File: src/rtl/mp_addsub_seq_if.sv
// Handshake/bus interface for mp_addsub_seq.
//   master : requester side; drives start, sub, a, b and out_ready
//   slave  : adder side; drives busy, out_valid, result, carry_out and overflow
// Parameters N and WORDS must match the attached mp_addsub_seq instance (W = N*WORDS).
interface mp_addsub_seq_if #(
  parameter int unsigned N     = 4,
  parameter int unsigned WORDS = 4
);
  localparam int unsigned W = N * WORDS;

  logic         start;
  logic         sub;
  logic [W-1:0] a;
  logic [W-1:0] b;
  logic         busy;
  logic         out_valid;
  logic         out_ready;
  logic [W-1:0] result;
  logic         carry_out;
  logic         overflow;

  modport master (
    output start, sub, a, b, out_ready,
    input  busy, out_valid, result, carry_out, overflow
  );

  modport slave (
    input  start, sub, a, b, out_ready,
    output busy, out_valid, result, carry_out, overflow
  );
endinterface

File: src/rtl/mp_addsub_seq.sv
// Multi-precision sequential adder/subtractor.
// Adds or subtracts two W = N*WORDS bit operands one N-bit chunk per clock, LS chunk first,
// through a single N-bit ripple-carry stage (rca_nbit). A registered carry links the chunks.
//
// Ports:
//   clk  in  single clock, rising edge
//   rst  in  synchronous, active-high reset
//   bus  mp_addsub_seq_if.slave
//          start/sub/a/b  request, sampled only in IDLE
//          busy           high in RUN and DONE
//          out_valid      result/flags valid (DONE)
//          out_ready      consumer accepts the result
//          result         sum/difference (modulo 2^W)
//          carry_out      final carry (subtract: 1 = no borrow)
//          overflow       two's-complement signed overflow
//
// Optional build macro ADDSUB_SAT_EN: when defined, result is saturated to the signed
// range while out_valid=1 and overflow=1; flags still report raw values.

// N-bit ripple-carry adder stage.
module rca_nbit #(
  parameter int unsigned N = 4
) (
  input  logic [N-1:0] a,
  input  logic [N-1:0] b,
  input  logic         cin,
  output logic [N-1:0] sum,
  output logic         carry
);
  logic [N:0] c;

  always_comb begin
    c    = '0;
    sum  = '0;
    c[0] = cin;
    for (int i = 0; i < N; i++) begin
      sum[i]   = a[i] ^ b[i] ^ c[i];
      c[i+1]   = (a[i] & b[i]) | (c[i] & (a[i] ^ b[i]));
    end
    carry = c[N];
  end
endmodule

module mp_addsub_seq #(
  parameter int unsigned N     = 4,
  parameter int unsigned WORDS = 4
) (
  input logic           clk,
  input logic           rst,
  mp_addsub_seq_if.slave bus
);
  localparam int unsigned W    = N * WORDS;
  localparam int unsigned IdxW = (WORDS > 1) ? $clog2(WORDS) : 1;
  localparam logic [IdxW-1:0] LastIdx = IdxW'(WORDS - 1);

  typedef enum logic [1:0] {StIdle, StRun, StDone} state_e;

  state_e          state;
  logic [IdxW-1:0] idx;
  logic            carry;
  logic [W-1:0]    op_a;
  logic [W-1:0]    op_b;   // already inverted for subtract
  logic [W-1:0]    res;
  logic            cout;
  logic            ovf;
  logic            busy;
  logic            valid;

  logic [N-1:0] chunk_a;
  logic [N-1:0] chunk_b;
  logic [N-1:0] chunk_sum;
  logic         chunk_carry;

  assign chunk_a = op_a[idx*N +: N];
  assign chunk_b = op_b[idx*N +: N];

  rca_nbit #(
    .N(N)
  ) u_rca (
    .a    (chunk_a),
    .b    (chunk_b),
    .cin  (carry),
    .sum  (chunk_sum),
    .carry(chunk_carry)
  );

  always_ff @(posedge clk) begin
    if (rst) begin
      state <= StIdle;
      idx   <= '0;
      carry <= 1'b0;
      op_a  <= '0;
      op_b  <= '0;
      res   <= '0;
      cout  <= 1'b0;
      ovf   <= 1'b0;
      busy  <= 1'b0;
      valid <= 1'b0;
    end else begin
      unique case (state)
        StIdle: begin
          if (bus.start) begin
            op_a  <= bus.a;
            op_b  <= bus.sub ? ~bus.b : bus.b;
            // Subtract is a + ~b + 1: the +1 enters as the first chunk's carry-in.
            carry <= bus.sub;
            idx   <= '0;
            res   <= '0;
            busy  <= 1'b1;
            state <= StRun;
          end
        end
        StRun: begin
          res[idx*N +: N] <= chunk_sum;
          carry           <= chunk_carry;
          idx             <= idx + 1'b1;
          if (idx == LastIdx) begin
            cout  <= chunk_carry;
            // Carry into the MSB recovered from the MSB sum bit; XOR with carry-out.
            ovf   <= chunk_carry ^ (chunk_a[N-1] ^ chunk_b[N-1] ^ chunk_sum[N-1]);
            valid <= 1'b1;
            state <= StDone;
          end
        end
        StDone: begin
          if (bus.out_ready) begin
            valid <= 1'b0;
            busy  <= 1'b0;
            state <= StIdle;
          end
        end
        default: state <= StIdle;
      endcase
    end
  end

  assign bus.busy      = busy;
  assign bus.out_valid = valid;
  assign bus.carry_out = cout;
  assign bus.overflow  = ovf;

`ifdef ADDSUB_SAT_EN
  always_comb begin
    bus.result = res;
    if (valid && ovf) begin
      bus.result = op_a[W-1] ? {1'b1, {(W-1){1'b0}}} : {1'b0, {(W-1){1'b1}}};
    end
  end
`else
  assign bus.result = res;
`endif
endmodule

File: src/flat_wrapper.sv
// flat-port wrapper written by rule: the top's interface ports become plain ports
module mp_addsub_seq_flat 
#(
  parameter int unsigned N     = 4,
  parameter int unsigned WORDS = 4
)
  (clk, rst, bus_start, bus_sub, bus_a, bus_b, bus_out_ready, bus_busy, bus_out_valid, bus_result, bus_carry_out, bus_overflow);
  mp_addsub_seq_if #(.N(N), .WORDS(WORDS)) bus_i ();
  input logic clk;
  input logic rst;
  input wire logic [$bits(bus_i.start)-1:0] bus_start;
  input wire logic [$bits(bus_i.sub)-1:0] bus_sub;
  input wire logic [$bits(bus_i.a)-1:0] bus_a;
  input wire logic [$bits(bus_i.b)-1:0] bus_b;
  input wire logic [$bits(bus_i.out_ready)-1:0] bus_out_ready;
  output wire logic [$bits(bus_i.busy)-1:0] bus_busy;
  output wire logic [$bits(bus_i.out_valid)-1:0] bus_out_valid;
  output wire logic [$bits(bus_i.result)-1:0] bus_result;
  output wire logic [$bits(bus_i.carry_out)-1:0] bus_carry_out;
  output wire logic [$bits(bus_i.overflow)-1:0] bus_overflow;
  assign bus_i.start = bus_start;
  assign bus_i.sub = bus_sub;
  assign bus_i.a = bus_a;
  assign bus_i.b = bus_b;
  assign bus_i.out_ready = bus_out_ready;
  assign bus_busy = bus_i.busy;
  assign bus_out_valid = bus_i.out_valid;
  assign bus_result = bus_i.result;
  assign bus_carry_out = bus_i.carry_out;
  assign bus_overflow = bus_i.overflow;
  mp_addsub_seq #(.N(N), .WORDS(WORDS)) u_core (.clk(clk), .rst(rst), .bus(bus_i));
endmodule
File: config.mk
export PLATFORM = sky130hd
export DESIGN_NAME = mp_addsub_seq_flat
export DESIGN_NICKNAME = d
export VERILOG_FILES = /design/src/rtl/mp_addsub_seq_if.sv /design/src/rtl/mp_addsub_seq.sv /design/src/flat_wrapper.sv
export SDC_FILE = /design/constraint.sdc
export NUM_CORES = 1
export LEC_CHECK = 0
export ABC_AREA = 0
export ABC_CLOCK_PERIOD_IN_PS = 4200
export CELL_PAD_IN_SITES_DETAIL_PLACEMENT = 2
export CELL_PAD_IN_SITES_GLOBAL_PLACEMENT = 2
export CORE_AREA = 2 2 96 98
export DETAILED_ROUTE_END_ITERATION = 16
export DIE_AREA = 0 0 98 100
export GPL_TIMING_DRIVEN = 0
export PLACE_DENSITY = 0.76
export RECOVER_POWER = 25
export SYNTH_ARGS = -nofsm -noshare
export SYNTH_HDL_FRONTEND = slang
export SYNTH_SLANG_ARGS = --single-unit
File: constraint.sdc
create_clock -name clk -period 4.2 [get_ports clk]
set_clock_uncertainty 0.15 [all_clocks]
set_input_delay 0.42 -clock clk [delete_from_list [all_inputs] [get_ports clk]]
set_output_delay 0.42 -clock clk [all_outputs]
set_load 0.05 [all_outputs]
==> Word-level counts from Yosys, hierarchy flattened <==
Index checks and enable logic that the tools add are counted.
{ "op_classes": {"n_addsub": 2, "n_eq_ne": 6, "n_shift": 4, "mux": 17, "bitwise": 23, "n_reduce_logical": 10} }
{ "op_table": {"columns": ["op", "count"], "rows": [
  ["$neg A4 Y34", 1],
  ["$shift A4 B34 Y16 const A", 1],
  ["$shiftx A4 B34 Y16", 1],
  ["$mux W16", 2],
  ["$pmux W16 S2", 1],
  ["$shiftx A16 B5 Y4", 2],
  ["$bwmux W16", 1],
  ["$not A16 Y16", 1],
  ["$xor A1 B1 Y1", 10],
  ["$reduce_and A3 Y1", 3],
  ["$and A1 B1 Y1", 8],
  ["$mux W2", 4],
  ["$pmux W1 S2", 3],
  ["$pmux W2 S3", 1],
  ["$reduce_and A2 Y1", 3],
  ["$reduce_bool A2 Y1", 3],
  ["$eq A2 B2 Y1 const B", 2],
  ["$mux W1", 4],
  ["$ne A2 B2 Y1 const B", 2],
  ["$or A1 B1 Y1", 4],
  ["$pmux W2 S2", 1],
  ["$add A2 B1 Y2 const B", 1],
  ["$eq A2 B1 Y1 const B", 1],
  ["$logic_not A2 Y1", 1],
  ["$ne A2 B1 Y1 const B", 1]
]} }
{ "word_totals": {"regBits": 57, "input_bits": 37, "output_inout_bits": 20, "word_cells": 72} }

==> Logic depth before layout (Yosys ltp) <==
{ "logic_depth": {"depth_word": 12, "mapped_depth": 13, "mapped_depth_nobuf": 12} }

==> Cells and area by module <==
A second synthesis with hierarchy kept.
{ "unflattened": {"cells_unflattened": 294, "area_unflattened_um2": 2658.8} }
{ "by_module_without_submodules": {"columns": ["mod", "n_inst", "cells_each", "area_each_um2", "seq_area_each_um2"], "rows": [
  ["mp_addsub_seq", 1, 280, 2541.2, 1141.1],
  ["rca_nbit", 1, 14, 117.6, 0.0]
]} }

==> Worst setup path after synthesis <==
OpenSTA, ideal clock, no wires.
{ "synth_timing": {"kind": "reg2reg", "start": "register u_core.idx[0]", "end": "register u_core.ovf, in the netlist u_core.bus.overflow", "setup_time_ns": 0.101, "arrival_ns": 3.023, "slack_ns": 0.926, "path_stages_with_launch": 14, "cell_sequence": "dfxtp_1 > buf_4 > mux4_2 > inv_1 > fa_1 > inv_1 > fa_1 > inv_1 > fa_1 > inv_1 > fa_1 > xor2_1 > and2_1 > o41ai_1"} }
{ "synth_via": {"elab_chain_cells": 11} }
{ "synth_lines": {"columns": ["element", "line", "rtl"], "rows": [
  ["start, declared", "mp_addsub_seq.sv:59", "logic [IdxW-1:0] idx;"],
  ["start signal, assigned", "mp_addsub_seq.sv:116", "idx <= idx + 1'b1;"],
  ["$shiftx A16 B5 Y4, on equally long branches", "mp_addsub_seq.sv:74, mp_addsub_seq.sv:75", null],
  ["$xor A1 B1 Y1", "mp_addsub_seq.sv:38", "c[i+1] = (a[i] & b[i]) | (c[i] & (a[i] ^ b[i]));"],
  ["$and A1 B1 Y1", "mp_addsub_seq.sv:38", null],
  ["$or A1 B1 Y1", "mp_addsub_seq.sv:38", null],
  ["$and A1 B1 Y1", "mp_addsub_seq.sv:38", null],
  ["$or A1 B1 Y1", "mp_addsub_seq.sv:38", null],
  ["$and A1 B1 Y1", "mp_addsub_seq.sv:38", null],
  ["$or A1 B1 Y1", "mp_addsub_seq.sv:38", null],
  ["$and A1 B1 Y1 or $xor A1 B1 Y1 (tied branches)", "mp_addsub_seq.sv:38, mp_addsub_seq.sv:37", null],
  ["$or A1 B1 Y1 or $xor A1 B1 Y1 (tied branches)", "mp_addsub_seq.sv:38, mp_addsub_seq.sv:120", null],
  ["$xor A1 B1 Y1", "mp_addsub_seq.sv:120", "ovf <= chunk_carry ^ (chunk_a[N-1] ^ chunk_b[N-1] ^ chunk_sum[N-1]);"],
  ["end signal, assigned", "mp_addsub_seq.sv:120", null],
  ["end, declared", "mp_addsub_seq.sv:65", "logic ovf;"]
]} }
Several ways; a longest one is shown, not always the timed one.
A chain may end at the register's enable or synchronous reset.

==> Worst setup path in the final report <==
{ "layout_timing": {"start": "register u_core.idx[1]", "end": "register u_core.ovf, in the netlist u_core.bus.overflow"} }
Same word-level chain as after synthesis.

==> results.md <==
* Status: finished clean
* Leakage power at 1.251 nW
* Final setup slack of the worst path at 404.4 ps
* Design area at 0.003503 mm2
* WP depth at 13
* Share of cells above drive strength 1 at 9.195%
* ANT cells at 0
* CORE AREA at 0.008890 mm2
* Setup TNS Final at 0 ps
* H-tree levels at 3
* R2R depth at 13
* Longest Clk Path Bufs at 2
* Setup CP Type: flip-flop to flip-flop
* Initial Util at 29.89%
* Cells after Synth at 279
* Fillers at 1003
* Synthesis-stage register bit count at 57
* Vias per inst at 4.976
* Setup crit end kind: flip-flop
* GR Overflow Total at 0
* Max incr delay on CP at 540 ps
* Skew-Pair Late Insertion Delay at 340 ps
* GP Congestion at 0.7268
* F_max at 0.2635 GHz
* Drt pass-1 iters at 4
* Worst R2R Setup Slack at 400 ps
* Slowest-stage cell, CP: fa_1
* Final Cycle Share at 90.37%
* Hold buffers post-CTS at 0
* Final #Nets at 390
* Inserted Clock Buffers at 9
* Hold WC Path Type: primary input to flip-flop
* PwrDens at 377.8 mW/mm2
* Layout Cells excl Fill at 459
* Io pins at 57
* Cells after DPL at 444
* CP Max Fanout at 10
* Critical Path Sink: u_core.bus.overflow$_SDFFE_PP0P_
* Port bufs at 54
* Place WS at 366.0 ps
* Post-route ant nets at 0
* Die W at 98 um
* CTS tree: yes
* Wirelength per Cell at 16.58 um
* DRC viols at 0
* Most common cell after layout, fill and taps aside: dfxtp_1
* Global-route wire length before repair at 12.30 mm
* Setup Buffers After CTS at 0
* Worst setup SP type: flip-flop
* Crit-path leading delay family: adder cells
* Cell Area, Synth at 0.002658 mm2
* Placed Area at 0.003337 mm2
* FF-to-FF Start: u_core.idx[1]$_SDFFE_PP0P_
* # rows at 35
* Max_cap viols at 0
* Slew headroom at 56.45%
* Tmin final at 3796 ps
* Resized cells post-CTS at 0
* GRT Total Usage at 16.18%
* CP Cell Sequence: clkbuf_1, mux4_2, inv_1, fa_1, inv_1, fa_1, inv_1, fa_1, inv_1, fa_1, xor2_1, and2_1, o41ai_1
* Die ar. at 0.009800 mm2
* Worst endpoint data arrival time at 3890 ps
* Worst endpoint required time at 4290 ps
* Post-Syn Nets at 325
* WL final at 7.610 mm
* Number of global-route vias before repair at 2410
* Largest net degree at the start of global routing at 11
* FF/Latch Area at 0.001141 mm2
* Total vias in the final route at 2284
* Starting DRT DRC Count at 48
* Ys Warns at 0
* Maximum VDD drop at 0.0001473 V
* Fin. Hold Viols at 0
* Most frequent cells in the layout: 57 x dfxtp_1, 53 x clkdlybuf4s50_1, 35 x nand2_1, 31 x a21oi_1, 19 x nor2_1
* DPL Wire Length at 5.660 mm
* Multi-input logic area at 0.001371 mm2
* Antenna violations before repair at 0
* Slew @ Worst Pin at 653.2 ps
* CP bufs+invs at 5
* Die Y at 100 um
* Synth cell types at 42
* Design Power at 1.324 mW
* Setup violators final at 0
* Syn_area_per_cell at 9.525 um2
* Clk slew on worst S/H paths at 70 ps
* Crit. Startpoint: u_core.idx[1]$_SDFFE_PP0P_
* Final Max Tran Viols at 0
* Clock Sinks at 57
* Synthesis-to-finish area growth at 31.83%
* RR Endpoint: u_core.bus.overflow$_SDFFE_PP0P_
* Root Driver: clkbuf_8
* Unrepaired setup endpoints after global routing: false
* Post-synthesis sequential area ratio at 42.94%
* Hold path start: rst
==> Yosys cell counts <==
cell type,count,area (um2)
dfxtp_1,57,1141
nand2_1,35,131.4
a21oi_1,31,155.2
nor2_1,19,71.32
a211oi_1,16,120.1
xnor2_1,16,140.1
inv_1,11,41.29
o21ai_0,9,45.04
mux4_2,8,180.2
buf_2,7,35.03
clkbuf_1,7,26.28
nand3_1,7,35.03
nand3b_1,6,45.04
ha_1,5,62.56
a22o_1,4,35.03
fa_1,4,80.08
nor2b_1,4,25.02
o2bb2ai_1,4,35.03
mux2i_1,3,30.03
buf_4,2,15.01
mux2_2,2,22.52
nand2b_1,2,12.51
a21oi_2,1,8.760
a22oi_1,1,7.510
a2bb2oi_1,1,8.760
and2_1,1,6.260
and3b_1,1,8.760
and4_1,1,8.760
and4b_1,1,10.01
buf_1,1,3.750
buf_6,1,11.26
clkbuf_4,1,7.510
nand4_1,1,6.260
nand4b_1,1,8.760
nor3b_1,1,7.510
nor3b_2,1,12.51
nor3b_4,1,18.77
o21ai_1,1,5.000
o41ai_1,1,8.760
or3_1,1,6.260
or3b_1,1,8.760
xor2_1,1,8.760
==> stage by stage <==
stage,hold slack (ps),util (%)
floorplan,283.1,-
detailed placement,301.2,37.54
global placement,292.2,37.54
CTS,256.2,39.52
finish,264.1,39.41
global route,277.5,39.41
==> registers in the layout, summed over array words and instances (netlist names) <==
name                  count
u_core.op_a              16
u_core.bus.overflow       1
u_core.bus.out_valid      1
u_core.idx                2
u_core.bus.carry_out      1
u_core.op_b              16
u_core.state              2
u_core.bus.busy           1
u_core.bus.result        16
u_core.carry              1
==> cell type report <==
class                   instances  area share [%]
multi-input cells             192           39.14
flip-flops and latches         57           32.57
repair buffers                 54           15.43
well taps                     111           3.964
clock buffers                  11           3.750
plain buffers                  19           2.679
clock inverters                 4           1.286
inverters                      11           1.179
==> metal layers <==
layer,global-route usage [%],share of wire (%),vias to the layer above,wire length [um]
met1,19.28,43,1127,3304
met3,2.716,3.0,11,225
met5,0,0,-,0
li1,-,-,1104,-
met4,6.731,1.8,0,136
met2,28.93,52,42,3943
==> where the power goes <==
| part | leakage, nW | total (mW) | switching [mW] | internal, mW |
|---|---|---|---|---|
| combinational | 0.692 | 0.247 | 0.135 | 0.113 |
| sequential | 0.467 | 0.589 | 0.0179 | 0.571 |
| clock | 0.0929 | 0.487 | 0.219 | 0.268 |
| total | 1.25 | 1.32 | 0.372 | 0.951 |
==> how the worst min path moves through the flow <==
stage                                                     to  depth (start not counted)
after floorplan                 u_core.op_a[10]$_SDFFE_PP0P_                          2
after global placement           u_core.op_a[1]$_SDFFE_PP0P_                          2
after detailed placement  u_core.bus.result[14]$_SDFFE_PP0P_                          1
after CTS                   u_core.bus.overflow$_SDFFE_PP0P_                          2
after global routing        u_core.bus.overflow$_SDFFE_PP0P_                          2
final                       u_core.bus.overflow$_SDFFE_PP0P_                          2
==> kinds of logic after synthesis <==
logic type / share of synthesized area [%]
buffers and inverters: 5.273
AND/OR/NAND/NOR: 15.91
multiplexers: 8.757
AO/OA/AOI/OAI: 16.15
flip-flops: 42.94
XOR/XNOR: 5.603
adder cells (fa/ha/maj): 5.367
Power figures use the tool's default switching activity.
